$ cat src/rtl/image_bank_loader_if.sv
// Pixel stream + 5-bank write bus between a pixel feeder, the bank loader
// and the row-interleaved buffer banks.
//   pix_valid/pix_data/pix_ready : raster-order pixel stream (valid/ready)
//   wr_en_5P                     : per-bank write strobe, at most one bit set
//   wr_addr_out_5P               : bank b at [ADDR_W*(b+1)-1 : ADDR_W*b]
//   wr_data_out_5P               : bank b at [DATA_W*(b+1)-1 : DATA_W*b]
// master = feeder/bank side, slave = loader.
interface image_bank_loader_if #(
  parameter int BANK_NUM = 5,
  parameter int ADDR_W   = 32,
  parameter int DATA_W   = 16
);
  logic                       pix_valid;
  logic [DATA_W-1:0]          pix_data;
  logic                       pix_ready;
  logic [BANK_NUM-1:0]        wr_en_5P;
  logic [BANK_NUM*ADDR_W-1:0] wr_addr_out_5P;
  logic [BANK_NUM*DATA_W-1:0] wr_data_out_5P;

  modport master (
    output pix_valid, pix_data,
    input  pix_ready, wr_en_5P, wr_addr_out_5P, wr_data_out_5P
  );

  modport slave (
    input  pix_valid, pix_data,
    output pix_ready, wr_en_5P, wr_addr_out_5P, wr_data_out_5P
  );
endinterface

$ cat src/rtl/image_bank_loader.sv
// image_bank_loader: takes one raster-order frame of H_IMAGE_LEN x V_IMAGE_LEN
// pixels and scatters it into BANK_NUM row-interleaved banks (row r -> bank
// r mod BANK_NUM, word (r div BANK_NUM)*H_IMAGE_LEN + c), then raises
// layer_en to C1S2 until it reports layer_finished.
// Ports:
//   clk            : clock, rising edge
//   rst_n          : synchronous reset, ACTIVE HIGH despite the name
//   start          : pulse, arms a new frame (honoured in IDLE only)
//   bus            : pixel stream in, per-bank write bus out (slave modport)
//   frame_done     : pulse with the final write strobe
//   layer_en       : level enable to C1S2, from the cycle after the final write
//   layer_finished : C1S2 work_finished, returns the loader to IDLE
//   busy           : high whenever not IDLE

// One bank's registered write port: strobe for a single cycle, address and
// data hold their last written values otherwise.
module image_bank_loader_slice #(
  parameter int ADDR_W = 32,
  parameter int DATA_W = 16
) (
  input  logic              clk,
  input  logic              rst_n,
  input  logic              sel,
  input  logic [ADDR_W-1:0] addr,
  input  logic [DATA_W-1:0] data,
  output logic              wr_en,
  output logic [ADDR_W-1:0] wr_addr,
  output logic [DATA_W-1:0] wr_data
);
  logic              en_q, en_d;
  logic [ADDR_W-1:0] addr_q, addr_d;
  logic [DATA_W-1:0] data_q, data_d;

  always_comb begin
    en_d   = sel;
    addr_d = addr_q;
    data_d = data_q;
    if (sel) begin
      addr_d = addr;
      data_d = data;
    end
  end

  always_ff @(posedge clk) begin
    if (rst_n) begin
      en_q   <= 1'b0;
      addr_q <= '0;
      data_q <= '0;
    end else begin
      en_q   <= en_d;
      addr_q <= addr_d;
      data_q <= data_d;
    end
  end

  assign wr_en   = en_q;
  assign wr_addr = addr_q;
  assign wr_data = data_q;
endmodule

module image_bank_loader #(
  parameter int H_IMAGE_LEN = 35,
  parameter int V_IMAGE_LEN = 35,
  parameter int BANK_NUM    = 5,
  parameter int ADDR_W      = 32,
  parameter int DATA_W      = 16
) (
  input  logic                clk,
  input  logic                rst_n,
  input  logic                start,
  image_bank_loader_if.slave  bus,
  output logic                frame_done,
  output logic                layer_en,
  input  logic                layer_finished,
  output logic                busy
);
  localparam int COL_W  = $clog2(H_IMAGE_LEN);
  localparam int ROW_W  = $clog2(V_IMAGE_LEN);
  localparam int BANK_W = $clog2(BANK_NUM);

  localparam logic [COL_W-1:0]  COL_LAST  = COL_W'(H_IMAGE_LEN - 1);
  localparam logic [ROW_W-1:0]  ROW_LAST  = ROW_W'(V_IMAGE_LEN - 1);
  localparam logic [BANK_W-1:0] BANK_LAST = BANK_W'(BANK_NUM - 1);

  typedef enum logic [1:0] {S_IDLE, S_LOAD, S_HANDOFF} state_t;

  typedef struct packed {
    logic              vld;
    logic [BANK_W-1:0] bank;
    logic [ADDR_W-1:0] addr;
    logic [DATA_W-1:0] data;
  } wr_req_t;

  state_t            state_q, state_d;
  logic [ROW_W-1:0]  row_q, row_d;
  logic [COL_W-1:0]  col_q, col_d;
  logic [BANK_W-1:0] bank_q, bank_d;
  logic [ADDR_W-1:0] base_q, base_d;   // word offset of the current row group
  logic              frame_done_q, frame_done_d;
  logic              layer_en_q, layer_en_d;

  logic              accept, last_pix;
  wr_req_t           req;
  logic [BANK_NUM-1:0]             sel;
  logic [BANK_NUM-1:0]             wr_en;
  logic [BANK_NUM-1:0][ADDR_W-1:0] wr_addr;
  logic [BANK_NUM-1:0][DATA_W-1:0] wr_data;

  assign accept   = (state_q == S_LOAD) && bus.pix_valid;
  assign last_pix = (row_q == ROW_LAST) && (col_q == COL_LAST);

  always_comb begin
    req.vld  = accept;
    req.bank = bank_q;
    req.addr = base_q + ADDR_W'(col_q);
    req.data = bus.pix_data;
    sel      = '0;
    for (int b = 0; b < BANK_NUM; b++)
      sel[b] = req.vld && (req.bank == BANK_W'(b));
  end

  always_comb begin
    state_d      = state_q;
    row_d        = row_q;
    col_d        = col_q;
    bank_d       = bank_q;
    base_d       = base_q;
    frame_done_d = 1'b0;
    layer_en_d   = 1'b0;
    case (state_q)
      S_IDLE: begin
        if (start) begin
          state_d = S_LOAD;
          row_d   = '0;
          col_d   = '0;
          bank_d  = '0;
          base_d  = '0;
        end
      end
      S_LOAD: begin
        if (accept) begin
          if (col_q == COL_LAST) begin
            col_d = '0;
            row_d = (row_q == ROW_LAST) ? '0 : row_q + ROW_W'(1);
            // Bank rotates every row; the row-group base steps only when
            // all banks have taken a row, replacing a divide by BANK_NUM.
            if (bank_q == BANK_LAST) begin
              bank_d = '0;
              base_d = base_q + ADDR_W'(H_IMAGE_LEN);
            end else begin
              bank_d = bank_q + BANK_W'(1);
            end
          end else begin
            col_d = col_q + COL_W'(1);
          end
          if (last_pix) begin
            state_d      = S_HANDOFF;
            frame_done_d = 1'b1;   // lines up with the final registered strobe
            bank_d       = '0;
            base_d       = '0;
          end
        end
      end
      S_HANDOFF: begin
        // layer_en is registered off the state, so it first rises one cycle
        // after the final strobe, once that write has landed in its bank.
        if (layer_finished) state_d = S_IDLE;
        else                layer_en_d = 1'b1;
      end
      default: state_d = S_IDLE;
    endcase
  end

  always_ff @(posedge clk) begin
    if (rst_n) begin
      state_q      <= S_IDLE;
      row_q        <= '0;
      col_q        <= '0;
      bank_q       <= '0;
      base_q       <= '0;
      frame_done_q <= 1'b0;
      layer_en_q   <= 1'b0;
    end else begin
      state_q      <= state_d;
      row_q        <= row_d;
      col_q        <= col_d;
      bank_q       <= bank_d;
      base_q       <= base_d;
      frame_done_q <= frame_done_d;
      layer_en_q   <= layer_en_d;
    end
  end

  image_bank_loader_slice #(.ADDR_W(ADDR_W), .DATA_W(DATA_W)) u_slice [BANK_NUM-1:0] (
    .clk     (clk),
    .rst_n   (rst_n),
    .sel     (sel),
    .addr    (req.addr),
    .data    (req.data),
    .wr_en   (wr_en),
    .wr_addr (wr_addr),
    .wr_data (wr_data)
  );

  assign bus.pix_ready      = (state_q == S_LOAD);
  assign bus.wr_en_5P       = wr_en;
  assign bus.wr_addr_out_5P = wr_addr;
  assign bus.wr_data_out_5P = wr_data;
  assign frame_done         = frame_done_q;
  assign layer_en           = layer_en_q;
  assign busy               = (state_q != S_IDLE);
endmodule

$ cat src/flat_wrapper.sv
// flat-port wrapper written by rule: the top's interface ports become plain ports
module image_bank_loader_flat 
#(
  parameter int H_IMAGE_LEN = 35,
  parameter int V_IMAGE_LEN = 35,
  parameter int BANK_NUM    = 5,
  parameter int ADDR_W      = 32,
  parameter int DATA_W      = 16
)
  (clk, rst_n, start, frame_done, layer_en, layer_finished, busy, bus_pix_valid, bus_pix_data, bus_pix_ready, bus_wr_en_5P, bus_wr_addr_out_5P, bus_wr_data_out_5P);
  image_bank_loader_if #(.BANK_NUM(BANK_NUM), .ADDR_W(ADDR_W), .DATA_W(DATA_W)) bus_i ();
  input  logic clk;
  input  logic rst_n;
  input  logic start;
  output logic frame_done;
  output logic layer_en;
  input  logic layer_finished;
  output logic busy;
  input wire logic [$bits(bus_i.pix_valid)-1:0] bus_pix_valid;
  input wire logic [$bits(bus_i.pix_data)-1:0] bus_pix_data;
  output wire logic [$bits(bus_i.pix_ready)-1:0] bus_pix_ready;
  output wire logic [$bits(bus_i.wr_en_5P)-1:0] bus_wr_en_5P;
  output wire logic [$bits(bus_i.wr_addr_out_5P)-1:0] bus_wr_addr_out_5P;
  output wire logic [$bits(bus_i.wr_data_out_5P)-1:0] bus_wr_data_out_5P;
  assign bus_i.pix_valid = bus_pix_valid;
  assign bus_i.pix_data = bus_pix_data;
  assign bus_pix_ready = bus_i.pix_ready;
  assign bus_wr_en_5P = bus_i.wr_en_5P;
  assign bus_wr_addr_out_5P = bus_i.wr_addr_out_5P;
  assign bus_wr_data_out_5P = bus_i.wr_data_out_5P;
  image_bank_loader #(.H_IMAGE_LEN(H_IMAGE_LEN), .V_IMAGE_LEN(V_IMAGE_LEN), .BANK_NUM(BANK_NUM), .ADDR_W(ADDR_W), .DATA_W(DATA_W)) u_core (.clk(clk), .rst_n(rst_n), .start(start), .bus(bus_i), .frame_done(frame_done), .layer_en(layer_en), .layer_finished(layer_finished), .busy(busy));
endmodule
$ cat config.mk
export PLATFORM = sky130hd
export DESIGN_NAME = image_bank_loader_flat
export DESIGN_NICKNAME = d
export VERILOG_FILES = /design/src/rtl/image_bank_loader_if.sv /design/src/rtl/image_bank_loader.sv /design/src/flat_wrapper.sv
export SDC_FILE = /design/constraint.sdc
export NUM_CORES = 1
export LEC_CHECK = 0
export CAP_MARGIN = 20
export CORE_ASPECT_RATIO = 0.75
export CORE_MARGIN = 4
export CORE_UTILIZATION = 54
export CTS_CLUSTER_DIAMETER = 60
export DETAILED_ROUTE_END_ITERATION = 8
export PLACE_DENSITY = 0.86
export SYNTH_ARGS = -nofsm -noshare
export SYNTH_HDL_FRONTEND = slang
export SYNTH_SLANG_ARGS = --single-unit
export TNS_END_PERCENT = 50
$ cat constraint.sdc
create_clock -name clk -period 7.25 [get_ports clk]
set_input_delay 1.8125 -clock clk [delete_from_list [all_inputs] [get_ports clk]]
set_output_delay 1.8125 -clock clk [all_outputs]
set_load 0.02 [all_outputs]
## After elaboration in Yosys (flattened, before gate mapping)

Index checks and enable logic that the tools add are counted.

- Add/subtract/negate cells: 5
- Equality and inequality tests: 15
- Mux-type cells: 27
- Bitwise gates (word level): 3
- Reduce and logical (&&, ||, !) cells: 18

Operator list:

| kind | number |
|---|---|
| $mux W32 | 5 |
| $pmux W32 S2 | 1 |
| $mux W6 | 6 |
| $add A32 B6 Y32 | 1 |
| $add A32 B6 Y32 const B | 1 |
| $pmux W6 S2 | 2 |
| $mux W3 | 5 |
| $add A6 B1 Y6 const B | 2 |
| $eq A6 B6 Y1 const B | 2 |
| $reduce_and A4 Y1 | 3 |
| $mux W2 | 4 |
| $logic_and A1 B1 Y1 | 7 |
| $eq A3 B2 Y1 const B | 2 |
| $ne A2 B1 Y1 const B | 3 |
| $ne A3 B1 Y1 const B | 2 |
| $pmux W2 S3 | 1 |
| $pmux W3 S2 | 1 |
| $reduce_and A5 Y1 | 1 |
| $ne A2 B2 Y1 const B | 2 |
| $reduce_bool A2 Y1 | 2 |
| $add A3 B1 Y3 const B | 1 |
| $eq A3 B1 Y1 const B | 1 |
| $eq A3 B3 Y1 const B | 1 |
| $logic_not A3 Y1 | 1 |
| other kinds (8) | 11 |

- Bits in registers: 296
- Input bits: 21
- Output and inout bits: 249
- Word-level logic and storage cells: 90

## Longest topological paths before layout

- Depth after elaboration: 6
- Gate-level depth with buffers: 9
- Mapped depth without buffers: 7

## Cells and area by module

A second synthesis with hierarchy kept.

- Cells, all modules: 1,192
- Area, all modules: 11,947.7 sq um

Modules (own cells, without submodules):

| module | times used | cells an instance | area an instance (sq um) | sequential area each (sq um) |
|---|---|---|---|---|
| image_bank_loader_slice | 5 | 157 | 1,737.9 | 980.9 |
| image_bank_loader | 1 | 407 | 3,258.1 | 1,021.0 |

## Worst setup path before layout

OpenSTA, ideal clock, no wires.

- Path kind: input port to flip-flop
- Start point: in bus_pix_valid
- End point: reg u_core.base_q[31]
- Library setup time: 0.071 ns
- Data arrival time: 3.201 ns
- Required time: 7.179 ns
- Setup slack: 3.978 ns
- Stages on the path: 5
- Buffers on the path: 0
- Path through: mux2_2 -> nand2_1 -> or4_4 -> or4_1 -> a21oi_1

- Word-level cells in the longest chain between the ends: 3

RTL lines:

| what | line | RTL |
|---|---|---|
| from (decl) | flat_wrapper.sv:19 | `input wire logic [$bits(bus_i.pix_valid)-1:0] bus_pix_valid;` |
| $logic_and A1 B1 Y1 | image_bank_loader.sv:109 | `assign accept = (state_q == S_LOAD) && bus.pix_valid;` |
| $ne A2 B1 Y1 (no source line) | n/a |  |
| $reduce_and A5 Y1 (no source line) | n/a |  |
| to (signal assigned) | image_bank_loader.sv:188 | `base_q <= base_d;` |
| to (decl) | image_bank_loader.sv:98 | `logic [ADDR_W-1:0] base_q, base_d;` |

Every way passes these cells.
A chain may end at the register's enable or synchronous reset.

## Worst setup path in the final report

- Start point: reg u_core.state_q[1]
- End point: out bus_pix_ready

- Word-level cells in the longest chain between the ends: 1

RTL lines:

| what | line | RTL |
|---|---|---|
| from (decl) | image_bank_loader.sv:94 | `state_t state_q, state_d;` |
| from (signal assigned) | image_bank_loader.sv:184 | `state_q <= state_d;` |
| $eq A2 B1 Y1 | image_bank_loader.sv:205 | `assign bus.pix_ready = (state_q == S_LOAD);` |
| to (decl) | flat_wrapper.sv:21 | `output wire logic [$bits(bus_i.pix_ready)-1:0] bus_pix_ready;` |

Every way passes these cells.

==> results by group <==
Status
  – Status: completed

Pwr
  – VDD IR max: around 0.00018 V
  – Leakage: 0.00496 uW
  – Pwr Density: 231 nW/um^2

Clock network
  – Htree depth: 1
  – Root buffer cell: clkbuf_16
  – TritonCTS clock tree: yes
  – Resize count post-CTS: 0
  – Deepest clock path buffer count: 3
  – Num CTS Buffers: 28
  – Setup Buffers After CTS: 0
  – Hold buffer count at CTS: 0
  – Worst-Skew Late Latency: around 0.55 ns
  – # clock sinks: 296
  – Clk slew on worst S/H paths: 0.06 ns

Synth
  – Synth top area cells: dfxtp_1 52%, nand2_1 8.2%, a211oi_1 7.1%
  – Largest family of logic cells by synthesized area: simple AND/OR/NAND/NOR gates
  – Post-Syn Nets: about 1400
  – Post-synthesis xor/xnor area fraction: 0.0367
  – Avg Cell Area, Syn: about 8.5 um^2
  – Post-Synth Adder-Cell Area: 0.0192
  – Post-synthesis simple-gate area fraction: 0.200
  – Area leader, netlist: dfxtp_1
  – Synth async-reset ratio: 0
  – Compound-Gate Fraction of Synth Area: 0.186
  – Register area share after synthesis: 0.517
  – Predominant post-synthesis flop cell: dfxtp_1
  – Post-synthesis mux area share: 0.00186
  – #FFs+latches synth: around 300
  – Cell count after synthesis: between 1000 and 1500
  – YS warnings: 0
  – Number of flops mapped to enable cells by yosys: 0
  – Synthesized area: about 11000 um^2
  – Share of the synthesized area in the top cell type: 0.517
  – Distinct cells, synth: slightly above 50

Route
  – Post-route DRC: 0
  – WL/cell: just under 20 um
  – DR vias: 10937
  – DR iter-0 viols: about 1300
  – Wirelength, routed: around 37 mm
  – Vias per cell: between 5 and 6
  – DR pass1 iterations: 6
  – ANT nets after route: 0

Layout
  – Fill count: roughly 1400
  – Most frequent cells in the layout: 296 x dfxtp_1, 268 x clkdlybuf4s50_1, 249 x nand2_1
  – Most common cell after layout, fill and taps aside: dfxtp_1
  – Layout area overhead: 33.2%
  – Fin nets: about 1600
  – Layout cells sized above 1: 0.0456
  – ANT cells: 0

Timing
  – Final setup skew: ~0.023 ns
  – Max transition margin: 0.317
  – Final period util: 0.558
  – Highest Clock Rate: between 0.2 and 0.25 GHz
  – Worst hold margin: between 0.4 and 0.5 ns
  – Final Critical Period: around 4.0 ns
  – Unrepaired setup endpoints after global routing: false
  – Fin. max-slew vios: 0
  – Final Hold Fails: 0
  – Final setup vio count: 0
  – Setup TNS: 0 ns
  – Tightest Pin Transition: slightly above 1 ns

Critical path
  – Crit path kind: reg2out
  – Cell family with most CP delay: buffers and inverters
  – Crit Path Max Fanout: 11
  – Worst setup EP type: primary output
  – Crit path cell chain: nand2b_1 > inv_1 > clkdlybuf4s50_1
  – Largest stage delay, worst path: 0.68 ns
  – Crit path DAT: roughly 2.2 ns
  – Worst EP required: approximately 5.4 ns
  – Worst Path Buf+Inv: 2
  – Slowest CP cell: clkdlybuf4s50_1
  – Crit start category: flop

Min path
  – HP Class: reg2reg

Floorplan
  – Die Area: approximately 24000 um^2
  – Core box area: between 20000 and 25000 um^2
  – Cell Rows: between 40 and 50
  – Die span in x: around 180 um
  – I/O Pins: 270
  – Initial Util: 0.558
  – Die Y-Extent: about 130 um

Global route
  – Pin count of the biggest net entering global routing: between 90 and 100
  – Initial antenna violation count: 0
  – Total track usage: 0.293
  – Vias in the first global route: roughly 9900
  – Grt total ovfl: 0
  – First-pass GRT wire length: 56.0 mm

Place
  – DP HPWL: around 25 mm
  – Routability Congestion: about 0.94
  – Port buffer count: 269

Run
  – Max-cap violation count: 0
[area by class of cell]
type / count / area [um^2] / share of cell area
timing repair buffer: 282 / 2800 / 0.183
clock buffer: 35 / 767 / 0.0502
sequential: 296 / 5930 / 0.388
clock inverter: 17 / 289 / 0.0189
tap: 282 / 353 / 0.0231
inverter: 13 / 48.8 / 0.00319
multi-input combinational: 937 / 5100 / 0.334
[cell usage after synthesis, drive strengths merged (4+ instances only)]
master	number
dfxtp	296
nand2	249
a21oi	161
nor2	143
a211oi	109
clkbuf	99
o21ai	45
xnor2	36
nand3	24
nor3	20
ha	16
or3	16
inv	13
nor4	12
xor2	12
or4	11
and3	10
nand4	8
o2111ai	7
and4	6
buf	6
a21o	5
and2	5
o31ai	5
nand4b	4
nor4b	4
o211ai	4
[metal layers]
metal,up-vias,share of wire,track usage
li1,5129,-,-
met1,5156,0.41,0.403
met2,565,0.46,0.464
met3,87,0.095,0.0614
met4,0,0.033,0.0991
met5,-,0,0
[worst min-delay path, cell delays in order, from the launching register on]
cell	delay (ns)
dfxtp_1	0.31
nand2_1	0.05
a21oi_1	0.05
[path summary, 6_finish.rpt]
kind / start / end / slack (ns) / cells after the start
max: u_core.state_q[1]$_SDFFE_PP0P_ / bus_pix_ready / 3.20 / 3
min: u_core.u_slice[3].wr_addr[3]$_SDFFE_PP0P_ / u_core.u_slice[3].wr_addr[3]$_SDFFE_PP0P_ / 0.45 / 2
max reg2reg: u_core.col_q[0]$_SDFFE_PP0P_ / u_core.u_slice[0].wr_addr[24]$_SDFFE_PP0P_ / 4.22 / 8
min reg2reg: u_core.u_slice[3].wr_addr[3]$_SDFFE_PP0P_ / u_core.u_slice[3].wr_addr[3]$_SDFFE_PP0P_ / 0.45 / 2
[flip-flops by register name, summed over array words and instances, names as in the netlist]
name and flops:
u_core.u_slice.wr_en 5, u_core.base_q 32, u_core.bank_q 3, u_core.row_q 6
u_core.col_q 6, u_core.frame_done 1, u_core.state_q 2, u_core.u_slice.wr_data 80
u_core.u_slice.wr_addr 160, u_core.layer_en 1
[cell families after synthesis]
group                      count (synthesis)
AOI/OAI and AO/OA                        349
xor gates and xnor gates                  48
adders and majority gates                 17
buffers and inverters                    118
DFF                                      296
muxes                                      2
and+or+nand+nor                          521
[through the flow]
step           utilization  setup slack [ns]  std cells  power [uW]  area [um^2]
2_1_floorplan            -              3.98       1351        1810        11500
3_5_place_dp         0.691              2.82       1808        1900        14200
4_1_cts              0.742              3.25       1860        3530        15300
6_report             0.743              3.20       1862        3530        15300
3_3_place_gp         0.691              2.94       1808        1900        14200
5_1_grt              0.743              3.01       1862        3620        15300
[power breakdown]
part / total [uW] / internal [uW] / switching, uW
Combinational: 203 / 71.9 / 132
Sequential: 1670 / 1650 / 18.6
Clock: 1660 / 1010 / 651
Power figures use the tool's default switching activity.
